[src/rtl/pool_max_thermo.sv]
// Streaming max-pool over WINDOW 4-bit samples, emitting each window maximum
// as a registered 15-bit thermometer code through a one-entry output slot.
module pool_max_thermo #(
   parameter int WINDOW = 4,
   parameter int CW     = 4
) (
   input  logic        clk,
   input  logic        rst,
   input  logic        in_valid,
   output logic        in_ready,
   input  logic [3:0]  pixel,
   input  logic        flush,
   output logic        out_valid,
   input  logic        out_ready,
   output logic [14:0] thermo,
   output logic        out_partial
);

   localparam logic [CW-1:0] LAST = CW'(WINDOW - 1);

   logic [3:0]    r_max;
   logic [CW-1:0] r_cnt;
   logic          r_out_valid;
   logic [14:0]   r_thermo;
   logic          r_partial;

   logic          w_accept;
   logic          w_flush;
   logic          w_last;
   logic [3:0]    w_new_max;
   logic          w_close_acc;
   logic          w_close_idle;
   logic          w_close;
   logic [3:0]    w_close_max;
   logic          w_close_partial;

   function automatic logic [14:0] encode(input logic [3:0] m);
      return 15'h7FFF >> (4'd15 - m);
   endfunction

   // The only combinational output path: out_ready frees the slot this cycle.
   assign in_ready = !r_out_valid || out_ready;

   assign w_accept  = in_valid && in_ready;
   assign w_flush   = flush && in_ready;
   assign w_last    = (r_cnt == LAST);
   assign w_new_max = (r_cnt == '0) ? pixel : ((pixel > r_max) ? pixel : r_max);

   assign w_close_acc     = w_accept && (w_last || w_flush);
   assign w_close_idle    = !w_accept && w_flush && (r_cnt != '0);
   assign w_close         = w_close_acc || w_close_idle;
   assign w_close_max     = w_accept ? w_new_max : r_max;
   // A flush landing on the last sample is still a full window.
   assign w_close_partial = w_accept ? !w_last : 1'b1;

   always_ff @(posedge clk or posedge rst) begin
      if (rst) begin
         r_max       <= '0;
         r_cnt       <= '0;
         r_out_valid <= 1'b0;
         r_thermo    <= '0;
         r_partial   <= 1'b0;
      end else begin
         if (w_accept) begin
            r_max <= w_new_max;
            r_cnt <= w_close_acc ? '0 : r_cnt + CW'(1);
         end else if (w_close_idle) begin
            r_cnt <= '0;
         end

         if (w_close) begin
            r_thermo    <= encode(w_close_max);
            r_partial   <= w_close_partial;
            r_out_valid <= 1'b1;
         end else if (out_ready) begin
            r_out_valid <= 1'b0;
         end
      end
   end

   assign out_valid   = r_out_valid;
   assign thermo      = r_thermo;
   assign out_partial = r_partial;

endmodule

[config.mk]
export PLATFORM = sky130hd
export DESIGN_NAME = pool_max_thermo
export DESIGN_NICKNAME = d
export VERILOG_FILES = /design/src/rtl/pool_max_thermo.sv
export SDC_FILE = /design/constraint.sdc
export NUM_CORES = 1
export LEC_CHECK = 0
export ABC_CLOCK_PERIOD_IN_PS = 4800
export BUFFER_PORTS_ARGS = -buffer_cell sky130_fd_sc_hd__buf_4
export CAP_MARGIN = 10
export CORE_MARGIN = 10
export CORE_UTILIZATION = 55
export DETAILED_ROUTE_END_ITERATION = 8
export PLACE_DENSITY = 0.8
export SLEW_MARGIN = 10
export SYNTH_ARGS = -nofsm -noshare
export SYNTH_HDL_FRONTEND = slang
export SYNTH_SLANG_ARGS = --single-unit
[constraint.sdc]
create_clock -name clk -period 4.8 [get_ports clk]
set_input_delay 0 -clock clk [delete_from_list [all_inputs] [get_ports clk]]
set_output_delay 0 -clock clk [all_outputs]
set_load 0.005 [all_outputs]
==> results.md, run 1 <==
* # Max-Cap Violations at 0
* Layout cells sized above 1 at 0.253
* DRT Wirelength at 2800 um
* Largest net degree at the start of global routing at 26
* Crit path launch type: flip-flop
* Register area share after synthesis at 0.474
* First-pass GRT wire length at 4690 um
* Number of iterations in the first detailed-routing pass at 4
* All-Layer GR Usage at 0.125
* Critical path type: flip-flop to flip-flop
* Clock root buffer: clkbuf_4
* Outcome: finished, final reports clean
* Antenna violations before repair at 0
* Clk Latency, worst-skew pair at 330 ps
* Worst min path class: input pin to flip-flop
* Critical Path AT at 2980 ps
* GPL Wtd Cong at ~0.79
* P_leak at between 0.7 and 0.8 nW
* Clock sinks at 25
* Pre-CTS WS at 2090 ps
* #FFs+latches synth at 25
* Commonest non-fill, non-tap cell in the layout: buf_4
* DP HPWL at roughly 2100 um
* Max clock buf depth at 2
* Post-route ant nets at 0
* Final hold violations at 0
* Pwr/cell area at 540 nW/um2
* Worst setup EP type: flip-flop
* Final Max Slew Viols at 0
* Synth Flop Type: dfrtp_1
* Fillers at 183
* Yosys warns at 0
* Total setup buffers inserted after CTS at 0
* Vias at approximately 1,100
* Commonest non-fill, non-tap cells in the layout: 26 x buf_4, 25 x dfrtp_1, 18 x nand2_1
* R2r setup slk at 2060 ps
* Peak VDD IR at 0.376 mV
* Number of synthesized flops with an enable pin at 0
* Worst slew pin tran at 888 ps
* Async S/R FF share, synth at 1.00
* CTS tree: yes
* Final setup fails at 0
* Worst Path Max Fanout at 14
* Post-Syn Nets at between 100 and 150
* Distinct cells, synth at 38
* Syn avg cell area at 9.85 um2
* Relative slew slack at 0.407
* Starting DRT DRC Count at 68
* DRC at 0
* Core area at 2250 um2
* Final Cycle Share at 0.571
* Clk pin slew, worst setup/hold paths at 140 ps
* Die span in y at 69.0 um
* Cts bufs inserted at 3
* Final setup margin at 2060 ps
* Number of global-route vias before repair at 1,028
* Starting density of the core at 0.585
* Die width at 69.0 um
* Avg WL per Cell at about 14 um
* Min cycle time layout at 2740 ps
* Port Buf Inserts at 26
* Mapped Cells at 134
* Post-Route Utilization at 0.716
* Worst EP required at 5030 ps
* TNS Setup at 0 ps
* N_diodes at 0
* I/O pin count at 27
* # rows at 17
* Max Clock Freq at about 360 MHz
* Mapped Area at 1320 um2
* Area Growth Syn to Fin at 22.4%
* Vias per cell at around 5.5
* Unrepaired setup endpoints after global routing: false
* Clock Skews at around 1.4 ps
* Remaining global-route overflow at 0
* H-tree depth at 1
* DIE AREA at 4760 um2
* NumNets Final at roughly 180
## worst paths after layout
check / cells after the start / end / from
max: 9 / thermo[2] / r_max[1]
min: 4 / out_partial / out_ready
max reg2reg: 9 / thermo[2] / r_max[1]
min reg2reg: 2 / thermo[9] / thermo[9]
max in group asynchronous: 3 / r_cnt[3] / rst
min in group asynchronous: 3 / thermo[13] / rst
## critical path: stages (launching register included)
cell	delay (ps)
dfrtp_1	460
inv_1	60
ha_1	290
nor2b_1	130
o211ai_1	130
a211oi_4	640
mux2i_1	410
inv_1	120
and3_1	180
a211o_1	220
## layer usage
metal  track usage  vias up  share of wire
li1              -      533              -
met1         0.160      504           0.45
met2         0.202       21           0.47
met3        0.0322        2          0.066
met4        0.0369        0         0.0093
met5             0        -              0
## Yosys cell counts (2+ instances only)
library cell,instances,share of area
a211o_1,3,0.020
a211oi_2,2,0.019
a21o_1,2,0.011
a21oi_1,2,0.0076
a31oi_1,4,0.019
buf_2,2,0.0076
dfrtp_1,25,0.47
ha_1,6,0.057
inv_1,10,0.028
mux2_2,3,0.026
mux2i_1,2,0.015
nand2_1,18,0.051
nand3_1,4,0.015
nor2_1,11,0.031
nor2b_1,3,0.014
nor3_1,3,0.011
o211ai_1,2,0.011
o21a_1,2,0.011
o21ai_0,8,0.030
o21ai_1,2,0.0076
o31ai_1,3,0.017
## registers in the layout (all words and copies together), names as in the netlist
signal and flops:
thermo 15, r_cnt 4, r_max 4, out_partial 1
out_valid 1
## what timing repair did
action	CTS	global route
hold buffers	6	0
gates resized for setup	0	0
endpoints found under the hold margin	31	0
## cell families after synthesis
family                   share of synthesized area
flip-flops                                   0.474
AO/OA/AOI/OAI                                0.185
adder cells (fa/ha/maj)                     0.0569
buffers and inverters                       0.0512
multiplexers                                0.0512
AND/OR/NAND/NOR                              0.182
## report_power, final
| part | switching [W] | internal (W) |
|---|---|---|
| sequential | 0.0000647 | 0.000295 |
| combinational | 0.000207 | 0.000205 |
| clock | 0.0000680 | 0.0000320 |
## final cells by class
| type | instances | area (um2) | share of cell area |
|---|---|---|---|
| Multi-Input combinational cell | 94 | 627 | 0.388 |
| Timing Repair Buffer | 32 | 255 | 0.158 |
| Tap cell | 28 | 35.0 | 0.0217 |
| Sequential cell | 25 | 626 | 0.387 |
| Clock inverter | 1 | 7.51 | 0.00465 |
| Inverter | 11 | 42.5 | 0.0263 |
| Clock buffer | 3 | 22.5 | 0.0139 |
## through the flow
| stage | cells | hold slack (ps) | power, W | instance area, um2 |
|---|---|---|---|---|
| after floorplan | 134 | 27.3 | 0.000615 | 1320 |
| after global placement | 184 | 232 | 0.000761 | 1530 |
| after detailed placement | 184 | 239 | 0.000779 | 1530 |
| after CTS | 194 | 26.6 | 0.000883 | 1620 |
| after global routing | 194 | 47.6 | 0.000950 | 1620 |
| final | 194 | 36.2 | 0.000872 | 1620 |
No activity file was read; power rests on OpenSTA's default activity.
==> run 2: changes to the inputs <==
Settings changed: ABC_CLOCK_PERIOD_IN_PS 4800 to 2400, CORE_UTILIZATION 55 to 48, PLACE_DENSITY 0.8 to 0.74.
Clock period 4.8 ns to 2.4 ns, I/O delays scaled along.
==> results.md, run 2 (synthesis results as in run 1) <==
* Area Growth Syn to Fin at 37.0%
* Clock Skews at 3.37 ps (+1.96 ps)
* Post-route ant nets at 0 (unchanged)
* Outcome: finished, final reports clean
* Die span in y at 72.4 um (+5.0%)
* H-tree depth at 1 (unchanged)
* Vias per cell at 5.42 (-0.89%)
* Fillers at 193 (+5.5%)
* Largest net degree at the start of global routing at 26 (unchanged)
* Remaining global-route overflow at 0 (unchanged)
* Max reg flops at 15 (unchanged)
* Cts bufs inserted at 3 (unchanged)
* Starting density of the core at 0.519 (-0.0668)
* DRT Wirelength at 3400 um (+21%)
* Commonest non-fill, non-tap cell in the layout: buf_4
* Relative slew slack at 0.364 (-0.0433)
* # rows at 18 (+1)
* Placed cell area at 1600 um2 (+4.9%)
* Post-route cell area at 1810 um2 (+12%)
* Port Buf Inserts at 26 (unchanged)
* Non-filler instance count after layout at 212 (+9.3%)
* N_diodes at 0 (unchanged)
* Starting DRT DRC Count at 94 (+38%)
* Clk Latency, worst-skew pair at 320 ps (about the same)
* Crit path launch type: flip-flop
* Critical path's largest stage delay at 400 ps (-240 ps)
* DRC at 0 (unchanged)
* P_leak at 0.863 nW (+12%)
* Antenna violations before repair at 0 (unchanged)
* Vias at 1,148 (+8.3%)
* Cell depth of the worst min-delay path at 4 (unchanged)
* Number of global-route vias before repair at 1,172 (+14%)
* Worst slew pin tran at 953 ps (+64.9 ps)
* Max Clock Freq at 433 MHz (+19%)
* Clock root buffer: clkbuf_4
* Final Cycle Share at 0.962 (+0.391)
* Peak VDD IR at 0.825 mV (+120%)
* Critical Path AT at 2530 ps (-450 ps)
* Crit-path cells: inv_2, ha_4, nor2b_1, o211ai_1, a211oi_4, buf_12, mux2i_4, inv_1, and3_1, a211o_1
* R2r setup slk at 90 ps (-1970 ps)
* Critical path type: flip-flop to flip-flop
* Worst r2r path cells at 10 (+1)
* Total power at 0.00201 W (+130%)
* Cells after DPL at 194 (+5.4%)
* Max clock buf depth at 2 (unchanged)
* Final hold violations at 0 (unchanged)
* Worst min path class: input pin to flip-flop
* Min cycle time layout at 2310 ps (-433 ps)
* Hold WS at 42.7 ps (+6.53 ps)
* Number of iterations in the first detailed-routing pass at 4 (unchanged)
* # Max-Cap Violations at 0 (unchanged)
* Die width at 72.4 um (+5.0%)
* Pwr/cell area at 1110 nW/um2 (+110%)
* All-Layer GR Usage at 0.124 (-0.000876)
* DP HPWL at 2400 um (+13%)
* Layout cells sized above 1 at 0.335 (+0.0822)
* Worst Path Max Fanout at 6 (-8)
* TNS Setup at 0 ps (unchanged)
* I/O pin count at 27 (unchanged)
* Worst EP required at 2630 ps (-2400 ps)
* NumNets Final at 198 (+8.8%)
* Clk pin slew, worst setup/hold paths at 140 ps (about the same)
* Avg WL per Cell at 16.0 um (+11%)
* CTS tree: yes
* Final Max Slew Viols at 0 (unchanged)
* GPL Wtd Cong at 0.877 (+11%)
* Final setup fails at 0 (unchanged)
* Worst setup EP type: flip-flop
* Crit-path slowest cell: dfrtp_1
* DIE AREA at 5250 um2 (+10%)
* Clock sinks at 25 (unchanged)
* First-pass GRT wire length at 5310 um (+13%)
* Core area at 2540 um2 (+13%)
* Commonest non-fill, non-tap cells in the layout: 39 x buf_4, 25 x dfrtp_1, 18 x nand2_1
## run 2: stage by stage
step            util  setup WS [ps]
3_5_place_dp   0.629            117
6_report       0.710           91.7
5_1_grt        0.710          -43.2
4_1_cts        0.664           85.6
3_3_place_gp   0.629            182
2_1_floorplan      -            181
## run 2: worst paths after layout
kind,startpoint,endpoint
max in group asynchronous,rst,thermo[14]
worst min register to register,thermo[11],thermo[11]
worst max-delay path,r_max[1],thermo[2]
worst max register to register,r_max[1],thermo[2]
worst min-delay path,out_ready,r_cnt[2]
min in group asynchronous,rst,r_cnt[2]
## run 2: layout make-up
type | count | area, um2 | share of cell area
inverter | 11 | 42.5 | 0.0235
clock buffer | 3 | 22.5 | 0.0125
timing repair buffer | 48 | 408 | 0.226
clock inverter | 1 | 7.51 | 0.00415
sequential | 25 | 626 | 0.346
multi-input combinational | 94 | 664 | 0.367
tap | 30 | 37.5 | 0.0208
## run 2: worst max-delay path, delay by kind of cell (launching register included)
| family | cells | cell delay, ps |
|---|---|---|
| multiplexers | 1 | 230 |
| buffers and inverters | 3 | 320 |
| AO/OA/AOI/OAI | 3 | 710 |
| AND/OR/NAND/NOR | 2 | 300 |
| adder cells (fa/ha/maj) | 1 | 260 |
| flip-flops | 1 | 400 |
## run 2: power by group
part	switching (W)	internal (W)	leakage (nW)
combinational	0.000513	0.000589	0.546
sequential	0.000126	0.000590	0.303
clock	0.000131	0.0000636	0.0139
total	0.000770	0.00124	0.863
## run 2: repair_timing
action / CTS / global route
setup buffers: 0 / 6
resized for setup: 0 / 7
endpoints found under the setup margin: 0 / 2
hold buffers: 6 / 1
hold endpoints to repair: 31 / 1
## run 2: routing by layer
layer,routed length [um],global-route usage,up-vias
li1,-,-,561
met1,1430,0.130,549
met2,1700,0.215,31
met3,218,0.0503,7
met4,48,0.0506,0
met5,0,0,-
==> run 3: changes to the inputs <==
Settings changed: ABC_AREA from default to 1, CELL_PAD_IN_SITES_DETAIL_PLACEMENT from default to 1, CELL_PAD_IN_SITES_GLOBAL_PLACEMENT from default to 2, CORE_UTILIZATION 48 to 28, PLACE_DENSITY 0.74 to default, PLACE_DENSITY_LB_ADDON from default to 0.1, SKIP_LAST_GASP from default to 1.
==> results.md, run 3 <==
* Max reg flops at 15 (unchanged)
* Critical path type: flip-flop to flip-flop
* Async S/R FF share, synth at 1.00 (unchanged)
* Die span in y at 89.6 um (+24%)
* Non-filler instance count after layout at 245 (+16%)
* Post-Route Utilization at 0.352 (-0.359)
* Mapped Cells at 163 (+22%)
* TNS Setup at 0 ps (unchanged)
* Internal power at 0.00116 W (-6.7%)
* I/O pin count at 27 (unchanged)
* Total setup buffers inserted after CTS at 0 (unchanged)
* Reg2Reg Launch Point: r_max[3]
* Core area at 4690 um2 (+84%)
* Sequential Power Share at 0.343 (-0.013)
* DP HPWL at 2770 um (+15%)
* First-pass GRT wire length at 5980 um (+13%)
* Clock sinks at 25 (unchanged)
* Antenna violations before repair at 0 (unchanged)
* Pwr/cell area at 1270 nW/um2 (+14%)
* Die width at 89.6 um (+24%)
* Proportion of power drawn by combinational gates at 0.529 (-0.018)
* Capture point of the worst reg-to-reg path: thermo[4]
* Critical Path Start: r_max[3]
* DRC at 0 (unchanged)
* Number of global-route vias before repair at 1,207 (+3.0%)
* Area Growth Syn to Fin at 21.8%
* Worst EP required at 2570 ps (-60 ps)
* Commonest non-fill, non-tap cell in the layout: nand2_1
* # Max-Cap Violations at 0 (unchanged)
* Peak VDD IR at 0.474 mV (-43%)
* Top-count cell post-synth: nand2_1
* Crit-path slowest cell: dfrtp_1
* Port Buf Inserts at 26 (unchanged)
* Largest area contributor in the netlist: dfrtp_1
* Number of iterations in the first detailed-routing pass at 4 (unchanged)
* Pre-CTS WS at 466 ps (+349 ps)
* Worst setup EP type: flip-flop
* Final setup margin at 490 ps (+398 ps)
* Violated checks: hold timing
* Largest net degree at the start of global routing at 26 (unchanged)
* Clock root buffer: clkbuf_8
* NetSw at 0.000934 W (+21%)
* Hold WS at -56.3 ps (-99.1 ps)
* Vias at 1,122 (-2.3%)
* Post-cts resize count at 0 (unchanged)
* All-Layer GR Usage at 0.0966 (-0.0273)
* Yosys warns at 0 (unchanged)
* Critical path's largest stage delay at 390 ps (about the same)
* Crit path launch type: flip-flop
* Clk pin slew, worst setup/hold paths at 100 ps (-40 ps)
* Storage element area at 626 um2 (unchanged)
* Mapped Area at 1360 um2 (+2.7%)
* Area contributors post-synth: dfrtp_1 46%, nand2_1 15%, nand3_1 6.3%
* DRT Wirelength at 3520 um (+3.6%)
* Multi-input gate area at 632 um2 (-4.9%)
* R2r setup slk at 490 ps (+400 ps)
* Layout cells sized above 1 at 0.272 (-0.0629)
* Outcome: finished with violations
* Register area share after synthesis at 0.462 (-0.0123)
* DIE AREA at 8020 um2 (+53%)
* GPL Wtd Cong at 0.767 (-12%)
* Cts bufs inserted at 3 (unchanged)
* Final hold violations at 25 (+25)
* #FFs+latches synth at 25 (unchanged)
* Distinct cells, synth at 23 (-39%)
* Starting density of the core at 0.289 (-0.230)
* Remaining global-route overflow at 0 (unchanged)
* Clock Skews at 3.04 ps (-0.325 ps)
* N_diodes at 0 (unchanged)
* Hold Buf Count CTS at 0 (-6)
* CTS tree: yes
* Max Clock Freq at 523 MHz (+21%)
* Starting DRT DRC Count at 50 (-47%)
* Worst min path class: input pin to async pin
* Unrepaired setup endpoints after global routing: false
* Clk Latency, worst-skew pair at 280 ps (-40 ps)
* H-tree depth at 1 (unchanged)
* Number of synthesized flops with an enable pin at 0 (unchanged)
* Sw frac at 0.446 (+0.0636)
* Max clock buf depth at 2 (unchanged)
* Worst slew pin tran at 982 ps (+29.6 ps)
* NumNets Final at 207 (+4.5%)
* Fillers at 579 (+200%)
* Clock share of power at 0.128 (+0.031)
* Synth cell count leaders: 54 x nand2_1, 25 x dfrtp_1, 17 x nand3_1
* Capture point of the worst path: thermo[4]
* Relative slew slack at 0.344 (-0.0198)
* Syn avg cell area at 8.31 um2 (-16%)
* Commonest non-fill, non-tap cells in the layout: 54 x nand2_1, 26 x buf_4, 25 x dfrtp_1
* Post-route ant nets at 0 (unchanged)
* P_leak at 0.895 nW (+3.7%)
* Vias per cell at 4.58 (-15%)
* Synth Flop Type: dfrtp_1
* Min cycle time layout at 1910 ps (-398 ps)
* Crit-path cells: inv_1, ha_1, nand2_1, inv_2, nand2_1, nand2_1, nand2_2, nand2_4, nand2_4, nand2_1, nand2_1, nand2_1, nand3_1, nand2_1
* Worst Path Max Fanout at 9 (+3)
* Post-Syn Nets at 178 (+19%)
* # rows at 25 (+7)
* Top cell type's share of synthesized area at 0.462 (-0.0123)
* Avg WL per Cell at 14.4 um (-10%)
* Critical Path AT at 2080 ps (-450 ps)
* Final setup fails at 0 (unchanged)
* Final Max Slew Viols at 0 (unchanged)
* Worst r2r path cells at 14 (+4)
* Final Cycle Share at 0.796 (-0.166)
* Cells after DPL at 241 (+24%)
* Cell mode on critical path: nand2_1
[run 3: metrics by stage]
stage	area [um2]	power, W
2_1_floorplan	1360	0.00144
3_3_place_gp	1600	0.00184
3_5_place_dp	1600	0.00186
4_1_cts	1650	0.00214
5_1_grt	1650	0.00232
6_report	1650	0.00209
[run 3: worst min path at each step]
stage / start / endpoint / slack [ps] / depth (start not counted)
2_1_floorplan: rst / out_partial / 30 / 1
3_3_place_gp: rst / thermo[9] / 300 / 2
3_5_place_dp: rst / thermo[9] / 310 / 2
4_1_cts: rst / thermo[9] / 10 / 2
5_1_grt: rst / thermo[9] / 50 / 2
6_report: rst / thermo[9] / -60 / 2
[run 3: power by group through the flow]
stage          logic (W)  clock network (W)  registers [W]
2_1_floorplan   0.000721                  0       0.000717
3_3_place_gp     0.00112                  0       0.000720
3_5_place_dp     0.00114                  0       0.000721
4_1_cts          0.00115           0.000278       0.000718
5_1_grt          0.00129           0.000295       0.000740
6_report         0.00111           0.000268       0.000718
[run 3: critical path: cells and delay by family, from the launching register on]
family | cells | cell delay [ps]
simple gates | 11 | 1030
flops | 1 | 390
buf+inv | 2 | 140
fa+ha+maj | 1 | 250
[run 3: cells by family after synthesis]
family	after synthesis	share of synthesized area
AO/OA/AOI/OAI	9	0.0388
XOR/XNOR	2	0.0129
adder cells (fa/ha/maj)	6	0.0554
buffers and inverters	23	0.0720
flip-flops	25	0.462
AND/OR/NAND/NOR	98	0.359
[run 3: cell type report]
type	count	share of cell area
inverter	21	0.0493
timing repair buffer	26	0.118
clock buffer	3	0.0250
tap	54	0.0409
multi-input combinational	115	0.383
clock inverter	1	0.00455
sequential	25	0.379
[run 3: metal layers]
layer  global-route usage  share of wire
met5                    0              0
met4               0.0347          0.014
met3               0.0328          0.061
met2                0.141           0.42
met1                0.129           0.50
